===== src/rtl/fetch_unit_pkg.sv =====
// Shared core package: fetch FSM state encoding, PC step size, immediate
// format selectors used by imm_gen, and a small PC alignment helper.
package fetch_unit_pkg;

    typedef enum logic [1:0] {
        S_REQ  = 2'd0,  // present a request at the PC
        S_WAIT = 2'd1,  // one request outstanding, waiting for its response
        S_OUT  = 2'd2,  // instruction presented to decode
        S_DROP = 2'd3   // outstanding response belongs to a squashed path
    } fetch_state_t;

    localparam logic [31:0] PC_STEP = 32'd4;

    typedef enum logic [2:0] {
        IMM_I = 3'd0,
        IMM_S = 3'd1,
        IMM_B = 3'd2,
        IMM_U = 3'd3,
        IMM_J = 3'd4
    } imm_sel_t;

    // Force a target address onto a word boundary.
    function automatic logic [31:0] align_pc(input logic [31:0] addr);
        return {addr[31:2], 2'b00};
    endfunction

endpackage


===== src/rtl/fetch_unit.sv =====
// Instruction fetch unit: a single-outstanding-request fetch FSM with an
// inline PC register.
// Ports:
//   clk, rst_n                 clock, synchronous active-low reset
//   imem_req_valid/ready/addr  request channel to instruction memory
//   imem_rsp_valid/data        response channel (never back-pressured)
//   if_valid/ready/instr/pc    instruction handed to decode / imm_gen
//   redirect_valid/pc          taken branch/jump from execute
//   misalign_err               one-cycle pulse after a misaligned redirect
// All outputs are registered.
module fetch_unit
    import fetch_unit_pkg::*;
#(
    parameter logic [31:0] RESET_PC = 32'h0000_0000
) (
    input  logic        clk,
    input  logic        rst_n,
    output logic        imem_req_valid,
    input  logic        imem_req_ready,
    output logic [31:0] imem_addr,
    input  logic        imem_rsp_valid,
    input  logic [31:0] imem_rsp_data,
    output logic        if_valid,
    input  logic        if_ready,
    output logic [31:0] if_instr,
    output logic [31:0] if_pc,
    input  logic        redirect_valid,
    input  logic [31:0] redirect_pc,
    output logic        misalign_err
);

    fetch_state_t state_r;
    fetch_state_t state_next_s;
    logic [31:0]  pc_r;
    logic [31:0]  pc_next_s;
    logic         load_if_s;
    logic         req_valid_r;
    logic         if_valid_r;
    logic [31:0]  if_instr_r;
    logic [31:0]  if_pc_r;
    logic         misalign_r;

    // Next-state, next-PC and instruction-capture decode.
    always_comb begin
        state_next_s = state_r;
        pc_next_s    = pc_r;
        load_if_s    = 1'b0;
        case (state_r)
            S_REQ: begin
                // A redirect with a same-cycle accept leaves a response
                // for the old path in flight, which must be dropped.
                if (req_valid_r && imem_req_ready) begin
                    state_next_s = redirect_valid ? S_DROP : S_WAIT;
                end else begin
                    state_next_s = S_REQ;
                end
            end
            S_WAIT: begin
                if (imem_rsp_valid) begin
                    if (redirect_valid) begin
                        state_next_s = S_REQ;
                    end else begin
                        load_if_s    = 1'b1;
                        state_next_s = S_OUT;
                    end
                end else if (redirect_valid) begin
                    state_next_s = S_DROP;
                end else begin
                    state_next_s = S_WAIT;
                end
            end
            S_OUT: begin
                if (redirect_valid) begin
                    state_next_s = S_REQ;
                end else if (if_valid_r && if_ready) begin
                    pc_next_s    = pc_r + PC_STEP;
                    state_next_s = S_REQ;
                end else begin
                    state_next_s = S_OUT;
                end
            end
            S_DROP: begin
                if (imem_rsp_valid) begin
                    state_next_s = S_REQ;
                end else begin
                    state_next_s = S_DROP;
                end
            end
            default: begin
                state_next_s = S_REQ;
            end
        endcase
        // Redirect wins over the sequential increment in every state.
        if (redirect_valid) begin
            pc_next_s = align_pc(redirect_pc);
        end else begin
            pc_next_s = pc_next_s;
        end
    end

    // State, PC and registered output update.
    always_ff @(posedge clk) begin
        if (!rst_n) begin
            state_r     <= S_REQ;
            pc_r        <= RESET_PC;
            req_valid_r <= 1'b0;
            if_valid_r  <= 1'b0;
            if_instr_r  <= 32'h0000_0000;
            if_pc_r     <= 32'h0000_0000;
            misalign_r  <= 1'b0;
        end else begin
            state_r     <= state_next_s;
            pc_r        <= pc_next_s;
            // Output valids are derived from the next state so they line up
            // with the state they describe.
            req_valid_r <= (state_next_s == S_REQ);
            if_valid_r  <= (state_next_s == S_OUT);
            misalign_r  <= redirect_valid && (redirect_pc[1:0] != 2'b00);
            if (load_if_s) begin
                if_instr_r <= imem_rsp_data;
                if_pc_r    <= pc_r;
            end else begin
                if_instr_r <= if_instr_r;
                if_pc_r    <= if_pc_r;
            end
        end
    end

    assign imem_req_valid = req_valid_r;
    assign imem_addr      = pc_r;
    assign if_valid       = if_valid_r;
    assign if_instr       = if_instr_r;
    assign if_pc          = if_pc_r;
    assign misalign_err   = misalign_r;

endmodule


===== config.mk =====
export PLATFORM = sky130hd
export DESIGN_NAME = fetch_unit
export DESIGN_NICKNAME = d
export VERILOG_FILES = /design/src/rtl/fetch_unit_pkg.sv /design/src/rtl/fetch_unit.sv
export SDC_FILE = /design/constraint.sdc
export NUM_CORES = 1
export LEC_CHECK = 0
export ABC_AREA = 1
export BUFFER_PORTS_ARGS = -buffer_cell sky130_fd_sc_hd__buf_2
export CAP_MARGIN = 40
export CORE_ASPECT_RATIO = 1.75
export CORE_UTILIZATION = 43
export DETAILED_ROUTE_END_ITERATION = 10
export HOLD_SLACK_MARGIN = 0.12
export PLACE_DENSITY = 0.78
export SLEW_MARGIN = 20
export SYNTH_ARGS = -nofsm -noshare
export SYNTH_HDL_FRONTEND = slang
export SYNTH_SLANG_ARGS = --single-unit

===== constraint.sdc =====
create_clock -name clk -period 2.5 [get_ports clk]
set_clock_uncertainty 0.2 [all_clocks]
set_input_delay 0.75 -clock clk [delete_from_list [all_inputs] [get_ports clk]]
set_output_delay 0.75 -clock clk [all_outputs]
set_load 0.005 [all_outputs]

==> results of run 1 <==
==> power by group through the flow <==
stage	Clock [mW]	Sequential, mW	Combinational [mW]
2_1_floorplan	0	1.71	0.183
3_3_place_gp	0	1.72	0.338
3_5_place_dp	0	1.72	0.342
4_1_cts	1.52	1.68	0.346
5_1_grt	1.58	1.69	0.387
6_report	1.49	1.68	0.343
==> cell families (layout without fill, tap and decap cells) <==
| family | Yosys count | in the layout | synth area share (%) |
|---|---|---|---|
| AOI/OAI and AO/OA | 188 | 188 | 22.5 |
| and+or+nand+nor | 180 | 180 | 20.3 |
| buffers and inverters | 130 | 286 | 11.6 |
| DFF | 97 | 97 | 42.9 |
| xor gates and xnor gates | 10 | 10 | 2.10 |
| adders and majority gates | 2 | 2 | 0.553 |
| other | 1 | 4 | 0.0829 |
==> layer usage <==
metal,vias to the layer above,GRT usage (%)
met5,-,0
met4,0,11.7
met3,26,3.84
met2,149,39.3
met1,1951,24.6
li1,2283,-
==> state kept, by name, indices dropped and copies added (netlist names) <==
| signal | cells |
|---|---|
| if_valid | 1 |
| if_pc | 30 |
| if_instr | 32 |
| state_r | 2 |
| misalign_err | 1 |
| imem_addr | 30 |
| imem_req_valid | 1 |
==> Yosys cell counts (all sizes together) <==
master  number  area share [%]
clkbuf      18             1.5
nand4        3            0.41
buf         17             2.2
nor3         4            0.55
o21ai       73             8.1
nor2        56             7.4
nand3       30             3.6
xor2         6             1.3
a21o         3            0.50
inv         94             7.8
ha           2            0.55
a31oi        4            0.55
dfxtp       97              43
clkinv       1            0.11
xnor2        4            0.77
a221oi       1            0.19
and3         1            0.14
a22oi       18             3.0
o221ai       1            0.19
conb         1           0.083
a311oi       1            0.33
nor3b        1            0.17
a21oi       87             9.6
nand2       84             7.9
or2          1            0.14
==> worst max path at each step <==
stage                     cells past startpoint           start            end  slack, ns
after detailed placement                      8  redirect_valid      if_pc[14]       0.27
after global routing                         10    imem_addr[2]  imem_addr[20]       0.43
after floorplan                               9  redirect_valid    if_instr[0]       0.09
after global placement                        8  redirect_valid   if_instr[12]       0.31
final                                         1   imem_addr[20]  imem_addr[20]       0.53
after CTS                                     1   imem_addr[11]  imem_addr[11]       0.51
==> final cells by class <==
| class | count | area [sq um] | area share, % |
|---|---|---|---|
| clock inverter | 4 | 76.3 | 1.31 |
| sequential | 97 | 1940 | 33.4 |
| timing repair buffer | 176 | 948 | 16.3 |
| multi-input combinational | 384 | 2080 | 35.8 |
| inverter | 95 | 358 | 6.16 |
| clock buffer | 11 | 243 | 4.18 |
| tap | 127 | 159 | 2.74 |
==> results list, run 1 <==
- Number of iterations in the first detailed-routing pass: 4
- Critical path's slowest cell: sky130_fd_sc_hd__dfxtp_1
- Internal power comes to 2.67 mW.
- The analysis attributes to cell leakage a power of 2.67 nW.
- Top layer used by detailed routing: met4
- Part of the Yosys area used for sequential elements: 42.9%
* First-pass GRT wire length: 18700 um
- Worst hold path depth: 2
- Area growth syn-to-layout: 28.4%
- Register bit total from synthesis: 97
- After the last flow step, the layout net total stands at 835.
- Setup violations, final: 0
- Dividing the synthesized area by the synthesized cell count gives 7.44 sq um.
- The routed layout has 4409 vias.
- Maximum number of pins on one net before global-route repair: 49
- Count of placed standard cells including taps: 879
- The initial antenna violation count was 0.
* Worst r2r dst: imem_addr[20]
* Final Hold Fails: 0
- Endpoint with the worst hold slack: if_instr[18]
* R2R Path Start: imem_addr[2]
- At the pin with the least slew margin, the transition time is 0.526 ns.
* Required time reported for the critical path endpoint: 1.55 ns
* Number of filler cells placed in the layout: 971
- Met3 WL post-DR: 796 um
* Antenna diodes: 0
- Die Span X: 79.5 um
- In this run the cell area of the synthesized design comes to 4520 sq um.
- Dividing the detail-routed via count by the number of cells gives 4.93.
* Count of input and output buffers: 164
- The max-slew violation count is 0.
- In the final layout, the share of cells above drive strength 1 is 29.7%.
- After routing the design area is 5810 sq um.
- Hold WC Path Type: reg2reg
* DP Wirelength: 8930 um
- Clock Latency Late Sink: 0.34 ns
- At the end of the flow the core is filled with cells to 56.7%.
- Measured in cells, the most critical reg-to-reg path has a length of 10.
- Total net switching power: 0.842 mW
- Clock input transition at the sequential cells of the worst setup and hold paths: 0.06 ns
- Clock share of power: 42.3%
* Number of DRC violations after detailed-routing iteration 0: 213
- Final weighted congestion in routability-driven placement: 0.881
- Setup total negative slack on the finished layout was measured at 0 ns.
- For this design the ratio of total power to cell area is 605 nW/um^2.
- Routed metal-1 wire length: 4840 um
- CTS tree: done
* Hold Startpoint: if_instr[18]
- The number of gates resized after CTS was 0.
- Final Critical Period: 1.97 ns
- Result of the run: completed
* Total of warnings raised by yosys: 0
- Counting along the longest clock path gives a buffer depth of 2.
* Total clock sinks: 97
* Setup repair after global routing missed its margin: no
- In this run the worst path has a maximum fanout of 7.
* Cell class contributing the biggest share of worst-path delay: flip-flops
* Number of global-route vias before repair: 3951
* Sequential fraction of design power: 47.9%
* Pre-CTS WS: 0.265 ns
* Startpoint-to-endpoint class of the critical path: reg2out
* Met2 Wirelength: 6160 um
- Die area: 11000 sq um
* CTS buffer count: 9
- Final routed wirelength across all metal layers: 12200 um
- Average routed wire per standard cell: 13.7 um
- Remaining design rule violation count: 0
- After global routing the overflow that remains totals 0.
- In the finished design, the share of the clock period the worst path needs comes to 78.8%.
- The worst path meets setup with 0.529 ns of slack.
* Total cell area at the placement stage: 5490 sq um
- Most common cell after layout, fill and taps aside: sky130_fd_sc_hd__buf_2
- The cell sitting at the root of the clock tree is a sky130_fd_sc_hd__clkbuf_16.
- Slew margin rel.: 64.9%
- Standard cell core area: 10200 sq um
- Tot GR Track Use: 22.1%
* Remaining antenna violation count: 0
- Post-CTS Repair Setup Buffers: 0
- CP Buf/Inv Count: 1
- Combinational power share: 9.7%
- Net switching fraction of the power: 24.0%
* DIE HEIGHT: 138 um
- Data arrival, critical path: 1.02 ns
- Worst path max stage delay: 0.51 ns
* Worst hold slack: 0.239 ns
* Cts hold-fix bufs: 0
* Total power of the final layout: 3.52 mW
- STA classifies the critical path endpoint as an output port.
- Pin placement for this block handled 169 I/O pins.
* Initial Util: 44.2%
- Worst voltage drop across the vdd grid: 0.472 mV
* Count of cell types in the netlist: 37
- Counting every instance in the synthesized netlist gives 608.
- Non-Filler Instances: 894
* Max-cap violation count: 0
- STA classifies the critical path startpoint as a register.
* Number of H-tree levels: 3
* Register-to-register setup slack: 0.60 ns
* Commonest cells after routing, fill and taps aside: 164 x sky130_fd_sc_hd__buf_2, 97 x sky130_fd_sc_hd__dfxtp_1, 89 x sky130_fd_sc_hd__inv_1, 87 x sky130_fd_sc_hd__a21oi_1, 74 x sky130_fd_sc_hd__nand2_1
- Traced cell by cell, the critical path runs through buf_2.
- Cell row count: 49
* Peak Freq: 507 MHz
Power figures use the tool's default switching activity.
==> inputs of run 2 (changes only) <==
--- a/config.mk
+++ b/config.mk
@@ -5,14 +5,14 @@
 export SDC_FILE = /design/constraint.sdc
 export NUM_CORES = 1
 export LEC_CHECK = 0
-export ABC_AREA = 1
+export ABC_AREA = 0
 export BUFFER_PORTS_ARGS = -buffer_cell sky130_fd_sc_hd__buf_2
 export CAP_MARGIN = 40
 export CORE_ASPECT_RATIO = 1.75
 export CORE_UTILIZATION = 43
 export DETAILED_ROUTE_END_ITERATION = 10
 export HOLD_SLACK_MARGIN = 0.12
-export PLACE_DENSITY = 0.78
+export PLACE_DENSITY = 0.79
 export SLEW_MARGIN = 20
 export SYNTH_ARGS = -nofsm -noshare
 export SYNTH_HDL_FRONTEND = slang
==> constraint.sdc (replaced) <==
create_clock -name clk -period 2 [get_ports clk]
set_clock_uncertainty 0.2 [all_clocks]
set_input_delay 0.6 -clock clk [delete_from_list [all_inputs] [get_ports clk]]
set_output_delay 0.6 -clock clk [all_outputs]
set_load 0.005 [all_outputs]
==> run 2 against run 1 <==
Critical path type is now reg2reg; synthesized cell count is 15% lower; utilization is 4.5 points higher; clock-buffer cell count is 3 higher; die area is 5.1% lower; critical endpoint is now imem_addr[24]; routed wire length hardly changed.
==> results list, run 2 <==
* Result of the run: completed
- Global routing consumed, over all layers together, 23.8% of the routing resources.
* Setup violations, final: 0
- At the pin with the least slew margin, the transition time is 0.686 ns.
- From synthesis to final layout, the design area changed by 36.7%.
- Final Hold Fails: 0
* Count of input and output buffers: 164
* Critical path fanouts, max: 8
- In the synthesized netlist the async set-or-reset flop fraction comes to 0%.
* GR Overflow Total: 0
* Hold WC Path Type: reg2reg
* Die Span X: 77.5 um
* Final weighted congestion in routability-driven placement: 0.849
- DP Wirelength: 8870 um
* Setup repair after global routing missed its margin: yes
- Net count reported at finish: 775
* Remaining antenna violation count: 0
* Initial Util: 44.7%
* Final routed wirelength across all metal layers: 12200 um
* Worst voltage drop across the vdd grid: 0.469 mV
- The region available for standard cell placement spans 9590 sq um.
* Endpoint class of the critical path: register
- Die area: 10400 sq um
* Number of DRC violations after detailed-routing iteration 0: 235
* Final Critical Period: 1.99 ns
- The initial antenna violation count was 1.
- Max FFs per register: 32
- The max-slew violation count is 0.
- Summed over its instances, the top area cell type makes up 45.3% of the synthesized netlist area.
- The via count of the first global-routing pass came to 4307.
- Average routed wire per standard cell: 14.7 um
- Register-to-register setup slack: 0.01 ns
* Part of the Yosys area used for sequential elements: 45.3%
- The critical path is of the reg2reg type.
- Number of iterations in the first detailed-routing pass: 4
* Most repeated cell in the gate-level netlist after synthesis: sky130_fd_sc_hd__nand2_1
* Count of cell types in the netlist: 43
- Required time reported for the critical path endpoint: 2.06 ns
- Commonest cells after routing, fill and taps aside: 164 x sky130_fd_sc_hd__buf_2, 139 x sky130_fd_sc_hd__nand2_1, 88 x sky130_fd_sc_hd__dfxtp_1, 58 x sky130_fd_sc_hd__a21boi_1, 45 x sky130_fd_sc_hd__buf_4
- Number of flops mapped to enable cells by yosys: 0
- Cell row count: 47
- Dividing the detail-routed via count by the number of cells gives 5.35.
- Clock input transition at the sequential cells of the worst setup and hold paths: 0.06 ns
- The worst setup path is launched from a register.
- Combined area of all synthesized cells: 4290 sq um
- For this design the top-level I/O count stands at 169.
* Remaining design rule violation count: 0
* Post-synth top area cell: sky130_fd_sc_hd__dfxtp_1
- Total of warnings raised by yosys: 0
- TritonCTS built the clock tree.
- The first global-routing pass estimated 19900 um of wire.
- Prevailing post-synth register cell: sky130_fd_sc_hd__dfxtp_1
- Ratio of total power to cell area: 711 nW/um^2
- Slew margin rel.: 54.2%
- Maximum number of pins on one net before global-route repair: 63
* Layout cell share with drive strength beyond 1: 35.9%
* Worst path max stage delay: 0.60 ns
- DIE HEIGHT: 134 um
- After synthesis, the cell types taking the most area are sky130_fd_sc_hd__dfxtp_1 45%, sky130_fd_sc_hd__nand2_1 12%, sky130_fd_sc_hd__a21boi_0 11%.
- CTS placed an instance of sky130_fd_sc_hd__clkbuf_16 at the clock tree root.
- The detailed router placed 4450 vias in this run.
- Data on the critical path arrives at its endpoint at 2.04 ns.
* Static leakage power: 2.51 nW
- At the placement stage, the worst setup path has a slack of -0.349 ns.
- Across the run, the number of max-cap violations was 0.
- Worst path setup slack after routing: 0.0144 ns
- Most common cell after layout, fill and taps aside: sky130_fd_sc_hd__buf_2
- Clock Latency Late Sink: 0.34 ns
- Number of cells produced by synthesis: 519
- Number of H-tree levels: 3
- Static timing analysis puts the maximum clock frequency at 504 MHz.
* Total cell area at the placement stage: 5530 sq um
- TritonCTS created 9 clock buffers.
* Clock buffer depth: 2
- Cell class contributing the biggest share of worst-path delay: simple AND/OR/NAND/NOR gates
- After clock tree synthesis, the flow added hold-fix buffers numbering 0.
- The critical path contains buffers and inverters numbering 0 combined.
- In this run, synthesis produced a sequential element count of 97.
- Ranked by instance count, the synthesized netlist is headed by 141 x sky130_fd_sc_hd__nand2_1, 97 x sky130_fd_sc_hd__dfxtp_1, 62 x sky130_fd_sc_hd__a21boi_0.
* Critical-path cell list: ha_4, nand3_2, or4_4, o41a_1, a211oi_2
- In the finished design, the share of the clock period the worst path needs comes to 99.3%.
* Total clock sinks: 97
* Synthesized area per cell: 8.26 sq um
- The slowest stage of the critical path is the sky130_fd_sc_hd__or4_4 cell.
- Once layout is done, the placed cells without fillers occupy 5860 sq um.
- On the final layout, the worst hold slack is 0.259 ns.
==> run 2: routing by layer <==
metal / global-route usage [%] / vias up / wire length [um]
met5: 0 / - / 0
met4: 13.0 / 0 / 406
met3: 3.13 / 41 / 463
met2: 42.8 / 136 / 6630
met1: 26.6 / 2084 / 4700
li1: - / 2189 / -
==> run 2: cell families (layout without fill, tap and decap cells) <==
kind of cell	count (synthesis)	count (layout)	synth area share, %
other cells	1	5	0.0874
buf+inv	46	232	4.43
fa+ha+maj	2	2	0.583
compound gates	141	141	22.8
flops	97	97	45.3
simple gates	223	223	25.0
xor+xnor	9	9	1.84
==> run 2: worst register-to-register path: stages, from the launching register on <==
cell	delay (ns)
sky130_fd_sc_hd__dfxtp_2	0.35
sky130_fd_sc_hd__ha_4	0.14
sky130_fd_sc_hd__nand3_2	0.07
sky130_fd_sc_hd__or4_4	0.60
sky130_fd_sc_hd__o41a_1	0.35
sky130_fd_sc_hd__a211oi_2	0.20
==> run 2: worst paths after layout <==
check,startpoint,end,depth (start not counted)
setup reg to reg,imem_addr[3],imem_addr[24],5
hold / removal,if_pc[22],if_pc[22],2
hold reg to reg,if_pc[22],if_pc[22],2
setup / recovery,imem_addr[3],imem_addr[24],5
==> run 2: stage by stage <==
step	setup TNS (ns)	power, mW	util, %	instances
floorplan	-2.72	2.35	-	522
global placement	-7.23	2.57	57.7	812
detailed placement	-11.76	2.59	57.7	812
CTS	0	4.19	60.8	829
global route	-0.223	4.35	61.2	831
finish	0	4.17	61.2	831
==> run 2: cell type report <==
class                      instances  area [sq um]
sequential                        97          1960
clock buffer                      14           264
clock inverter                     2          11.3
timing repair buffer             212          1220
multi-input combinational        379          2240
fill                             858          3720
tap                              122           153
inverter                           4          22.5
antenna                            1          2.50
==> run 2: what timing repair did <==
item | CTS | global route
setup buffers | 1 | 1
endpoints found under the setup margin | 11 | 13
pin swaps | 1 | 8
resized for setup | 5 | 5
==> run 2: power by group <==
part	switching, mW	internal (mW)
Sequential	0.0566	2.00
Combinational	0.250	0.245
Clock	0.701	0.912
Total	1.01	3.16
